## src/rtl/fm_ch_seq.sv

```systemverilog
// fm_ch_seq: round-robin channel sequencer for the FM synthesiser.
// Latches per-channel attributes once per slot and flags key-on/key-off transitions.
module fm_ch_seq #(
  parameter int NUM_CH     = 18,
  parameter int CYC_PER_CH = 16
) (
  input  logic       clk,
  input  logic       reset_n,
  input  logic       enable,
  output logic [4:0] ch_sel,
  input  logic       ch_kon,
  input  logic [2:0] ch_block,
  input  logic [9:0] ch_fnum,
  output logic       slot_start,
  output logic [4:0] op_ch,
  output logic [2:0] op_block,
  output logic [9:0] op_fnum,
  output logic       op_kon,
  output logic       kon_evt,
  output logic       koff_evt,
  output logic       frame_end
);
  localparam int CW = $clog2(CYC_PER_CH);
  logic [CW-1:0]     r_cyc;
  logic [NUM_CH-1:0] r_kon_prev;
  logic              w_sample, w_slot_end, w_last, w_prev;
  assign w_sample   = enable && (r_cyc == '0);
  assign w_slot_end = r_cyc == CW'(CYC_PER_CH - 1);
  assign w_last     = ch_sel == 5'(NUM_CH - 1);
  assign w_prev     = r_kon_prev[ch_sel];
  always_ff @(posedge clk or negedge reset_n) begin
    if (!reset_n) begin
      r_cyc      <= '0;
      ch_sel     <= '0;
      r_kon_prev <= '0;
      op_ch      <= '0;
      op_block   <= '0;
      op_fnum    <= '0;
      op_kon     <= 1'b0;
      slot_start <= 1'b0;
      kon_evt    <= 1'b0;
      koff_evt   <= 1'b0;
      frame_end  <= 1'b0;
    end else begin
      slot_start <= w_sample;
      kon_evt    <= w_sample & ch_kon & ~w_prev;
      koff_evt   <= w_sample & ~ch_kon & w_prev;
      frame_end  <= enable & w_slot_end & w_last;
      if (enable) begin
        r_cyc <= w_slot_end ? '0 : r_cyc + 1'b1;
        if (w_slot_end) ch_sel <= w_last ? '0 : ch_sel + 1'b1;
      end
      // ch_sel is registered and the RAM read is combinational, so inputs are stable here
      if (w_sample) begin
        op_ch               <= ch_sel;
        op_block            <= ch_block;
        op_fnum             <= ch_fnum;
        op_kon              <= ch_kon;
        r_kon_prev[ch_sel]  <= ch_kon;
      end
    end
  end
endmodule
```

## config.mk

```make
export PLATFORM = sky130hd
export DESIGN_NAME = fm_ch_seq
export DESIGN_NICKNAME = d
export VERILOG_FILES = /design/src/rtl/fm_ch_seq.sv
export SDC_FILE = /design/constraint.sdc
export NUM_CORES = 1
export LEC_CHECK = 0
export ABC_AREA = 1
export CELL_PAD_IN_SITES_DETAIL_PLACEMENT = 1
export CELL_PAD_IN_SITES_GLOBAL_PLACEMENT = 2
export CORE_MARGIN = 2
export CORE_UTILIZATION = 28
export CTS_CLUSTER_SIZE = 40
export DETAILED_ROUTE_END_ITERATION = 8
export GPL_TIMING_DRIVEN = 1
export PLACE_DENSITY_LB_ADDON = 0.1
export SLEW_MARGIN = 20
export SYNTH_ARGS = -nofsm -noshare
export SYNTH_HDL_FRONTEND = slang
export SYNTH_SLANG_ARGS = --single-unit
```

## constraint.sdc

```tcl
create_clock -name clk -period 1.5 [get_ports clk]
set_clock_uncertainty 0.05 [all_clocks]
set_input_delay 0.225 -clock clk [delete_from_list [all_inputs] [get_ports clk]]
set_output_delay 0.225 -clock clk [all_outputs]
set_load 0.005 [all_outputs]
```

==> impl.org <==
** Status
- Status :: complete, no violations

** Setup path
- Walking the worst path, the cells encountered are clkdlybuf4s50_1.
- Logic depth of the worst setup path including buffers :: 1
- At the worst endpoint, the arrival time is ~1.2 ns.
- Broken down by cell family, the worst path's largest delay share belongs to buffers and inverters.
- STA classifies the critical path startpoint as a flop.
- Req. time, crit path :: ~1.2 ns
- Maximum fanout encountered on the critical timing path :: 2
- Delay contributed by the slowest stage of the critical path :: ~0.5 ns
- Worst-case reg-to-reg path depth :: 8
- The largest individual stage delay along the critical path comes from the cell clkdlybuf4s50_1.
- Kind of end point of the critical path :: primary output
- Buffers & Inverters on Critical Path :: 1
- The worst setup path is of the flop to primary output kind.

** Placed design
- During placement, the flow inserted port buffers numbering 44.
- Detailed placement finished with a half-perimeter wire length of approximately 4700 µm.
- Placement Setup Slack :: -0.142 ns
- Final weighted congestion of routability-driven global placement :: about 0.75

** STA
- FMAX :: 687 MHz
- In the post-route analysis, the smallest setup slack over all paths is around 0.044 ns.
- The worst path uses a little over nine tenths of the clock period.
- The worst pin sits at a relative slew slack of just under 70%.
- Final number of hold-violating endpoints :: 0
- Final setup fails :: 0
- Subtracting the final worst setup slack from the clock period gives 1.46 ns.
- Unrepaired setup endpoints after global routing :: yes
- Final hold analysis gives a worst-case slack of approximately 0.34 ns.
- At the pin with the least slew margin, the transition time is between 0.4 and 0.5 ns.
- Final max-slew violation count :: 0

** Pwr
- For this design the ratio of total power to cell area is roughly 1600 nW/µm².
- In this run, flip-flops and latches consume between 30 and 40% of the power.
- Net switching is between 30% and 40% of the power.
- Switching component of the power :: slightly above 2 mW
- For this design the static power due to leakage is between 1.5 and 2 nW.
- The worst-case IR drop observed on VDD is 0.652 mV.
- Per report_power, the combinational group accounts for between 40% and 50% of the total.
- The share of total power dissipated in the clock network is between 10% and 20%.
- Total internal power :: 3.74 mW

** Synth
- Number of storage elements in the synthesis netlist :: 50
- Synth cell types :: 29
- Part of the Yosys area used for sequential elements :: 52.8%
- Post-synthesis instance total :: 269
- Combined area of all synthesized cells :: ~2400 µm²
- Syn nets :: 292
- For this run, the number of Yosys warnings is 0.
- dfrtp_1 takes more of the synthesized area than any other cell.
- Proportion of netlist area held by the largest area contributor :: 52.8%
- Each instance of the synthesized netlist takes up on average around 8.8 µm².
- By area the synthesized netlist is led by dfrtp_1, nand2_1, a31oi_1.

** Finish
- The final layout contains just under 400 nets.
- The post-route netlist has ~29% of its cells at a drive strength greater than 1.
- Leaving out fill and tap cells, the most frequent cell in the layout is nand2_1.
- Most frequent cells in the layout :: nand2_1, dfrtp_1, buf_4, clkdlybuf4s50_1, inv_1
- Final cell utilization of the core :: approximately 45%
- ANT cells :: 0
- From synthesis to final layout, the design area changed by 55.0%.
- Total of fill cells in the finished design :: 957

** Clock network
- Root buffer selected by CTS :: clkbuf_8
- Number of buffers created by CTS :: 5
- TritonCTS built the clock tree.
- Clock slew seen by the registers of the worst setup and hold paths :: roughly 0.1 ns
- At the later pin of the worst-skew pair, clock insertion delay measures about 0.3 ns.
- H-Tree Depth :: 2
- CTS saw 50 sinks.
- Clock Path Buffers :: 2

** Routing
- In the routed layout, each cell is associated on average with a via count of approximately 4.5.
- Via count :: approximately 2,100
- Wire length per cell after detailed routing :: approximately 14 µm
- Sum of routed wire length over all layers :: 6580 µm
- Count of nets left with antenna violations after detail routing :: 0
- Number of DRC violations after detailed routing :: 0
- Before antenna repair, the detailed router went through 4 iterations.
- For this block, the initial DRC count from the detailed router was 49.

** Die
- Die width :: between 90 and 100 µm
- Floorplan die area :: just over 9000 µm²
- Standard-cell rows :: 33
- Vertical die dimension :: 96.0 µm
- 45 I/O pins were placed.
- Once the floorplan was initialized, standard cells occupied just under 30% of the core.
- The core region is 8220 µm².

** Global routing
- Final global-route overflow total :: 0
- Overall fraction of global-route tracks in use :: ~15%
- Antenna violations before repair :: 0
- The via count of the first global-routing pass is 2,201.
- Pin count of the biggest net entering global routing :: 25
- Wire length of the first global-routing pass :: about 11,000 µm

** Hold path
- Kind of path behind the tightest hold check :: primary input to async pin

** Flow run
- Max-capacitance violation count :: 0
-- cells in the mapped netlist (all sizes together) --
cell,count
buf,6
xor2,1
nand2,89
a21oi,17
inv,32
nand3,14
clkinv,2
nor2,14
clkbuf,1
xnor2,1
dfrtp,50
mux2i,1
ha,6
o22ai,1
a31oi,16
nor3,5
nand4,1
o21ai,12
-- timing repair --
| item | CTS | global route |
|---|---|---|
| gates resized for setup | 11 | 44 |
| setup buffers | 7 | 14 |
| setup endpoints to repair | 8 | 57 |
| pin swaps | 1 | 12 |
| hold buffers | 1 | 0 |
| endpoints found under the hold margin | 14 | 0 |
-- sequential cells by signal (all words and copies together), names as in the netlist --
| signal | cells |
|---|---|
| r_cyc | 4 |
| slot_start | 1 |
| op_fnum | 10 |
| op_block | 3 |
| ch_sel | 5 |
| kon_evt | 1 |
| op_kon | 1 |
| koff_evt | 1 |
| r_kon_prev | 18 |
| frame_end | 1 |
| op_ch | 5 |
-- power by group through the flow --
stage / clock [mW] / combinational (mW) / sequential [mW]
global route: 1.07 / 3.18 / 2.00
detailed placement: 0 / 2.34 / 2.01
CTS: 1.03 / 2.58 / 1.95
floorplan: 0 / 1.00 / 2.01
finish: 0.983 / 2.86 / 1.96
global placement: 0 / 2.31 / 2.01
-- layout make-up --
type,count,area [µm²],share of cell area [%]
Clock buffer,5,68.8,1.87
Clock inverter,3,43.8,1.19
Inverter,34,136,3.71
Multi-Input combinational cell,178,1050,28.6
Sequential cell,50,1260,34.2
Tap cell,105,131,3.58
Timing Repair Buffer,94,987,26.9
-- cell families after synthesis --
kind of cell / after synthesis / share of synthesized area [%]
adders and majority gates: 6 / 3.17
muxes: 1 / 0.422
AOI/OAI and AO/OA: 46 / 10.6
DFF: 50 / 52.8
buffers and inverters: 41 / 7.39
and+or+nand+nor: 123 / 24.9
xor gates and xnor gates: 2 / 0.739
-- path summary, 6_finish.rpt --
kind | slack (ns) | from | endpoint
max in group asynchronous | 0.56 | reset_n | ch_sel[0]
min in group clk | 0.39 | ch_block[1] | op_block[1]
max reg2reg | 0.06 | ch_sel[1] | r_kon_prev[13]
min reg2reg | 0.44 | op_fnum[1] | op_fnum[1]
max | 0.04 | op_fnum[4] | op_fnum[4]
min | 0.34 | reset_n | r_kon_prev[1]
-- metrics by stage --
stage               cells  cell area (µm²)  setup TNS, ns  total power, mW
CTS                   455             3410      -0.000717             5.56
finish                469             3670              0             5.80
global placement      439             3200          -3.35             4.31
floorplan             269             2370              0             3.02
global route          469             3670        -0.0441             6.25
detailed placement    439             3200          -3.98             4.35
-- routing by layer --
| metal | share of wire [%] | global-route usage (%) | up-vias | wire length, µm |
|---|---|---|---|---|
| met1 | 45 | 20.3 | 1024 | 2990 |
| met5 | 0 | 0 | - | 0 |
| met2 | 51 | 25.8 | 24 | 3360 |
| met4 | 0.77 | 3.57 | 0 | 51 |
| met3 | 2.7 | 2.82 | 5 | 177 |
| li1 | - | - | 1052 | - |
Power figures use the tool's default switching activity.
